[src/rtl/mult_iter.sv]
// Iterative radix-2 shift-add multiplier producing a full 2*WIDTH-bit product
// as hi/lo words. Operands are reduced to unsigned magnitudes on accept, the
// product is built one multiplier bit per cycle, and a final cycle applies
// the sign. A new operation may be accepted from IDLE or from the DONE cycle.
module mult_iter #(
    parameter int unsigned WIDTH = 32
) (
    input  logic             clk,
    input  logic             reset,
    input  logic             start,
    input  logic             signed_op,
    input  logic [WIDTH-1:0] a,
    input  logic [WIDTH-1:0] b,
    output logic             busy,
    output logic             done,
    output logic [WIDTH-1:0] hi,
    output logic [WIDTH-1:0] lo
);

    localparam int unsigned CW = $clog2(WIDTH + 1);

    typedef enum logic [1:0] {
        S_IDLE,
        S_CALC,
        S_FIX,
        S_DONE
    } state_t;

    state_t                 state_q, state_d;
    logic [2*WIDTH-1:0]     mcand_q, mcand_d;
    logic [WIDTH-1:0]       mplier_q, mplier_d;
    logic                   neg_q, neg_d;
    logic [2*WIDTH-1:0]     acc_q, acc_d;
    logic [CW-1:0]          cnt_q, cnt_d;
    logic [WIDTH-1:0]       hi_q, hi_d;
    logic [WIDTH-1:0]       lo_q, lo_d;

    logic                   accept;
    logic [WIDTH-1:0]       abs_a;
    logic [WIDTH-1:0]       abs_b;
    logic [2*WIDTH-1:0]     result;

    // Operand magnitudes and signed result; -(most negative) keeps its bit
    // pattern, which is exactly the correct unsigned magnitude.
    always_comb begin
        abs_a  = (signed_op && a[WIDTH-1]) ? -a : a;
        abs_b  = (signed_op && b[WIDTH-1]) ? -b : b;
        result = neg_q ? -acc_q : acc_q;
        accept = start && ((state_q == S_IDLE) || (state_q == S_DONE));
    end

    // Next-state and datapath updates for the IDLE/CALC/FIX/DONE sequence.
    always_comb begin
        state_d  = state_q;
        mcand_d  = mcand_q;
        mplier_d = mplier_q;
        neg_d    = neg_q;
        acc_d    = acc_q;
        cnt_d    = cnt_q;
        hi_d     = hi_q;
        lo_d     = lo_q;
        unique case (state_q)
            S_IDLE, S_DONE: begin
                if (accept) begin
                    mcand_d  = {{WIDTH{1'b0}}, abs_a};
                    mplier_d = abs_b;
                    neg_d    = signed_op && (a[WIDTH-1] ^ b[WIDTH-1]);
                    acc_d    = '0;
                    cnt_d    = CW'(WIDTH);
                    state_d  = S_CALC;
                end else begin
                    state_d  = S_IDLE;
                end
            end
            S_CALC: begin
                if (mplier_q[0]) begin
                    acc_d = acc_q + mcand_q;
                end
                mcand_d  = mcand_q << 1;
                mplier_d = mplier_q >> 1;
                cnt_d    = cnt_q - CW'(1);
                if (cnt_q == CW'(1)) begin
                    state_d = S_FIX;
                end
            end
            S_FIX: begin
                hi_d    = result[2*WIDTH-1:WIDTH];
                lo_d    = result[WIDTH-1:0];
                state_d = S_DONE;
            end
            default: begin
                state_d = S_IDLE;
            end
        endcase
    end

    // State and datapath registers; reset aborts any operation and clears hi/lo.
    always_ff @(posedge clk or posedge reset) begin
        if (reset) begin
            state_q  <= S_IDLE;
            mcand_q  <= '0;
            mplier_q <= '0;
            neg_q    <= 1'b0;
            acc_q    <= '0;
            cnt_q    <= '0;
            hi_q     <= '0;
            lo_q     <= '0;
        end else begin
            state_q  <= state_d;
            mcand_q  <= mcand_d;
            mplier_q <= mplier_d;
            neg_q    <= neg_d;
            acc_q    <= acc_d;
            cnt_q    <= cnt_d;
            hi_q     <= hi_d;
            lo_q     <= lo_d;
        end
    end

    assign busy = (state_q == S_CALC) || (state_q == S_FIX);
    assign done = (state_q == S_DONE);
    assign hi   = hi_q;
    assign lo   = lo_q;

endmodule

[config.mk]
export PLATFORM = sky130hd
export DESIGN_NAME = mult_iter
export DESIGN_NICKNAME = d
export VERILOG_FILES = /design/src/rtl/mult_iter.sv
export SDC_FILE = /design/constraint.sdc
export NUM_CORES = 1
export LEC_CHECK = 0
export ABC_AREA = 1
export BUFFER_PORTS_ARGS = -buffer_cell sky130_fd_sc_hd__buf_4
export CORE_MARGIN = 2
export CORE_UTILIZATION = 26
export DETAILED_ROUTE_END_ITERATION = 10
export GPL_TIMING_DRIVEN = 0
export PLACE_DENSITY = 0.41
export REMOVE_ABC_BUFFERS = 1
export SYNTH_ARGS = -nofsm -noshare
export SYNTH_HDL_FRONTEND = slang
export SYNTH_SLANG_ARGS = --single-unit
[constraint.sdc]
create_clock -name clk -period 24.7 [get_ports clk]
set_input_delay 4.94 -clock clk [delete_from_list [all_inputs] [get_ports clk]]
set_output_delay 4.94 -clock clk [all_outputs]
set_load 0.005 [all_outputs]
Word level (Yosys, flattened, before mapping)
Cells that the tools add are included.
{ "op_classes": {"addsub": 5, "n_eq_ne": 7, "mux": 15, "bitwise_logic": 1, "n_reduce_logical": 12} }
{ "ops": {"columns": ["cell", "n"], "rows": [
  ["64-bit two-way mux", 4],
  ["64-bit one-hot mux with 2 select lines", 2],
  ["32-bit two-way mux", 3],
  ["64-bit adder", 1],
  ["32-bit negator", 2],
  ["64-bit negator", 1],
  ["32-bit one-hot mux with 2 select lines", 1],
  ["6-bit one-hot mux with 2 select lines", 1],
  ["6-bit by 1-bit equality test with 1-bit output (second input constant)", 1],
  ["6-bit two-way mux", 1],
  ["2-bit inequality test (second input constant)", 3],
  ["2-bit one-hot mux with 3 select lines", 1],
  ["6-bit by 1-bit subtractor with 6-bit output (second input constant)", 1],
  ["2-bit equality test (second input constant)", 2],
  ["1-bit logical AND", 4],
  ["2-bit AND reduction", 2],
  ["3-bit AND reduction", 1],
  ["2-bit by 1-bit equality test with 1-bit output (second input constant)", 1],
  ["2-bit logical NOT", 1],
  ["1-bit logical OR", 2],
  ["2-bit two-way mux", 1],
  ["2-bit nonzero test", 1],
  ["2-bit OR reduction", 1],
  ["1-bit two-way mux", 1],
  ["1-bit bitwise XOR", 1]
]} }
{ "totals": {"register_bits": 233, "input_bits": 68, "out_inout_bits": 66, "elab_cells": 48} }

Longest topological paths before layout
{ "logic_depth": {"depth_word": 5, "ltp_mapped": 16, "depth_no_buf": 16} }

Least setup slack after synthesis
Ideal clock, no wire load.
{ "synth_timing": {"kind": "input to register", "startpoint": "in b[1]", "endpoint": "reg mplier_q[12]", "setup_ns": 0.117, "arrival_time_ns": 6.108, "required_ns": 24.583, "setup_slack_ns": 18.475, "path_stages": 10, "n_path_buf": 0, "cell_sequence": "inv_1 -> ha_1 -> nand4_1 -> nor2_1 -> inv_1 -> o21ai_0 -> xor2_1 -> nand2_1 -> nand2_1 -> nand2_1"} }
{ "synth_via": {"elab_chain_len": 4} }
{ "synth_rtl": {"columns": ["item", "line", "text"], "rows": [
  ["start, declared", "13", "input logic [WIDTH-1:0] b,"],
  ["32-bit negator", "47", "abs_b = (signed_op && b[WIDTH-1]) ? -b : b;"],
  ["32-bit two-way mux", "47", null],
  ["32-bit two-way mux", "64", "if (accept) begin"],
  ["32-bit one-hot mux with 2 select lines", "62", "unique case (state_q)"],
  ["end signal, assigned", "111", "mplier_q <= mplier_d;"],
  ["end, declared", "31", "logic [WIDTH-1:0] mplier_q, mplier_d;"]
]} }
No other way between the ends. The select of a mux whose other input is x is not followed.
A chain may end at the register's enable or synchronous reset.

Final worst setup path
{ "layout_timing": {"startpoint": "in start", "endpoint": "reg acc_q[27]"} }
{ "layout_via": {"elab_chain_len": 3} }
{ "layout_rtl": {"columns": ["item", "line", "text"], "rows": [
  ["start, declared", "10", "input logic start,"],
  ["1-bit logical AND", "49", "accept = start && ((state_q == S_IDLE) || (state_q == S_DONE));"],
  ["2-bit inequality test (no line)", null, null],
  ["3-bit AND reduction (no line)", null, null],
  ["end signal, assigned", "104", "acc_q <= '0;"],
  ["end signal, assigned", "113", "acc_q <= acc_d;"],
  ["end, declared", "33", "logic [2*WIDTH-1:0] acc_q, acc_d;"]
]} }
No other way between the ends.

==> summary by stage <==
Logic synthesis
The proportion of register bits with asynchronous set or reset after synthesis is 100.0%. By area the synthesized netlist is led by dfrtp_1 31%, nand2_1 21%, inv_1 10%. The largest area contributor in the netlist is dfrtp_1. The average instance in the mapped netlist occupies 6.096 sq um. Ranked by instance count, the synthesized netlist is headed by 1079 x nand2_1, 511 x inv_1, 306 x nor2_1, 233 x dfrtp_1, 221 x nand3_1. In the post-synthesis netlist, the cell with the most instances is nand2_1. In the synthesized netlist the dominant register cell turns out to be dfrtp_1. Sequential elements use around 31% of the synthesized area.

The number of instances in the synthesized netlist is 3120. The share of the synthesized area in the top cell type is 30.65%. The flip-flop and latch count after synthesis is 233. In this run, synthesis inferred 0 flip-flops with an integrated enable. The combined area of all synthesized cells is 0.01902 sq mm. The netlist uses 52 different library cells.

The number of warnings reported in the yosys synthesis log is 0.

GRT
The aggregate global routing overflow is 0. The pin count of the biggest net entering global routing is approximately 100. The number of antenna violations at the first check in global routing came to 3.

The via count of the first global-routing pass is around 19000. Global routing used 18.80% of the available tracks across all layers. The first global-routing pass estimated 109200 um of wire.

Floorplanning
During I/O placement, the number of pins put on the boundary was 134. In this run the core area contains 99 standard-cell rows. The area of the die is ~0.075 sq mm. The die extent in y is 274.5 um. The die outline width is 274.5 um. The effective utilization at floorplan is 26.16%. The region available for standard cell placement spans about 0.073 sq mm.

Worst setup path
The category of the worst setup path launch point is an input pin. The endpoint identified for the worst register-to-register timing path is acc_q[27]. The worst setup path is captured at a flop. The data required time at the worst endpoint is 25.21 ns. The setup path with the least slack is of type input pin to flop. The reg2reg setup slack is 19.97 ns. The critical path starts at start.

The destination of the critical timing path is acc_q[27]. STA puts the critical path data arrival time at 8.49 ns. The startpoint identified for the worst register-to-register timing path is state_q[1]. For the worst flop-to-flop path, the logic depth is 11. In this run the worst path has a maximum fanout of 46.

Clocking
CTS built an H-tree with a depth of 1. After clock tree synthesis, the clock-pin slew on the worst setup and hold paths is 0.06 ns. In this run the post-CTS setup repair buffer count came out at 0. The later pin in the worst-skew pair is clocked with a latency of 0.59 ns.

The buffer cell driving the clock tree root is clkbuf_16. The clock tree from TritonCTS is done. The maximum number of buffers from clock root to sink is 3.

The number of sinks handled by clock tree synthesis is 233. The number of hold buffers added after CTS was 0. The number of buffers created by CTS is 31.

In this run, post-CTS repair resized a total of 0 instances.

Routing
The remaining routing DRC violations is 0. The number of routed nets with antenna violations is 0. Across all layers, the routed design uses 19110 vias. The wire length per cell after detailed routing is 16.78 um.

The first TritonRoute pass finished after 7 iterations. Summed over all layers, the routed wires come to ~70000 um. The ratio of routed vias to standard cells is between 4 and 5. After the first detailed-routing iteration, the DRC count stood at 1177.

Pwr
For this design the ratio of total power to cell area is 104.5 mW/mm^2. The peak ir drop on the vdd network is 51.26 uV. The leakage power figure is 12.12 nW.

Flow run
Across the run, the number of max-cap violations was 0.

STA
The slack of the critical path is 16.72 ns. For the pin with the worst max-slew slack, the measured transition is roughly 1.2 ns. Setup repair after global routing left no endpoint under its margin. The tightest hold path in the finished design has a slack of 0.4729 ns.

The shortest period the worst path allows is 7.985 ns. The max-slew violation total from the final report is 0. The top achievable clock speed is 125.2 MHz.

The headroom to the max-slew limit is between 10% and 20%. The final-report hold violation count is 0. Dividing the final minimum period by the clock period gives 32.33%.

After routing, the total negative slack on setup checks comes to 0 ns. Clock skew on the completed layout was measured at 0.01769 ns. The number of failing setup endpoints in the final timing report is 0.

Placement
The worst slack at placement is between 15 and 20 ns. After detailed placement, the total cell area comes to 0.02112 sq mm. The congestion estimate from routability-driven global placement came to around 0.89. The quantity of I/O buffers inserted on ports is roughly 130. The half-perimeter wire length after detailed placement is 56390 um.

Min path
In this run the worst hold path is classified as flop to flop.

Layout
The share of layout cells above drive strength 1 is 9.155%. The number of inserted filler cells in the final layout is between 8000 and 9000. The post-synthesis to final-layout area growth is 16.91%. The net count of the finished layout is between 3000 and 4000. The number of antenna diodes in the final layout is 0. With fillers left out, the area of the finished cells amounts to 0.02224 sq mm.

Outcome
The run finished with clean final reports.
## report_power, final
part / leakage, nW / internal (mW) / switching, mW
clock: 0.523 / 0.296 / 0.187
combinational: 8.55 / 0.400 / 0.825
sequential: 3.05 / 0.502 / 0.114
total: 12.1 / 1.20 / 1.13
## worst max-delay path, stage by stage
cell     delay, ns
buf_4         0.08
nand2_1       0.07
inv_2         0.11
a21oi_4       0.11
buf_16        0.21
buf_16        0.17
a21oi_4       0.62
nand2_2       0.55
inv_2         1.02
nand3_1       0.37
o21ai_1       0.16
## how the worst min path moves through the flow
stage,cells after the start,to,from,slack (ns)
2_1_floorplan,2,mplier_q[23],mplier_q[23],0.44
4_1_cts,2,mplier_q[7],mplier_q[7],0.48
5_1_grt,2,hi[1],hi[1],0.49
6_report,2,mplier_q[7],mplier_q[7],0.47
3_3_place_gp,2,mplier_q[7],mplier_q[7],0.46
3_5_place_dp,2,mplier_q[7],mplier_q[7],0.46
## cells by family (layout without fill, tap and decap cells)
logic type	after synthesis	count (layout)	share of synthesized area [%]
buffers and inverters	604	728	12.16
AOI/OAI and AO/OA	415	415	11.96
adders and majority gates	72	72	4.776
and+or+nand+nor	1755	1755	38.57
DFF	233	233	30.65
xor gates and xnor gates	41	41	1.888
## cell usage in the layout, fill, tap and decap left out, types with 15 or more instances in the layout
master | synthesis | final
nor3_1 | 25 | 25
o22ai_1 | 40 | 40
clkbuf_16 | 0 | 31
nor2_1 | 306 | 306
a31oi_1 | 15 | 15
a21oi_1 | 118 | 118
o211ai_1 | 15 | 15
nand3_1 | 221 | 221
o21ai_0 | 163 | 163
nand4_1 | 32 | 32
nand2_2 | 18 | 18
nor2_2 | 25 | 25
ha_1 | 71 | 69
dfrtp_1 | 233 | 232
inv_1 | 511 | 510
inv_2 | 16 | 15
o21ai_1 | 36 | 36
xor2_1 | 38 | 38
nand2_1 | 1079 | 1079
buf_4 | 5 | 133
## state kept, by name, summed over array words and instances (netlist names)
signal	cells
hi	32
state_q	2
lo	32
neg_q	1
acc_q	64
cnt_q	6
mcand_q	64
mplier_q	32
## stage by stage
stage	util [%]	power [mW]	instances
2_1_floorplan	-	1.361	3044
3_5_place_dp	29.05	1.858	4145
5_1_grt	30.58	2.541	4203
3_3_place_gp	28.73	1.838	4136
4_1_cts	30.54	2.355	4202
6_report	30.58	2.323	4203
## layer usage
metal	GRT usage [%]	up-vias	share of wire (%)	wire length [um]
li1	-	10010	-	-
met1	26.76	8735	50	35030
met2	30.70	304	45	31470
met3	1.848	60	3.8	2691
met4	3.919	0	1.9	1351
met5	0	-	0	0
## cell type report
type / instances / area [sq um] / share of cell area [%]
clock buffers: 46 / 912.1 / 4.102
clock inverters: 11 / 172.7 / 0.7765
inverters: 528 / 1993 / 8.964
multi-input cells: 2283 / 10890 / 48.98
flip-flops and latches: 233 / 5832 / 26.23
well taps: 959 / 1200 / 5.396
repair buffers: 143 / 1236 / 5.559
Power figures use the tool's default switching activity.
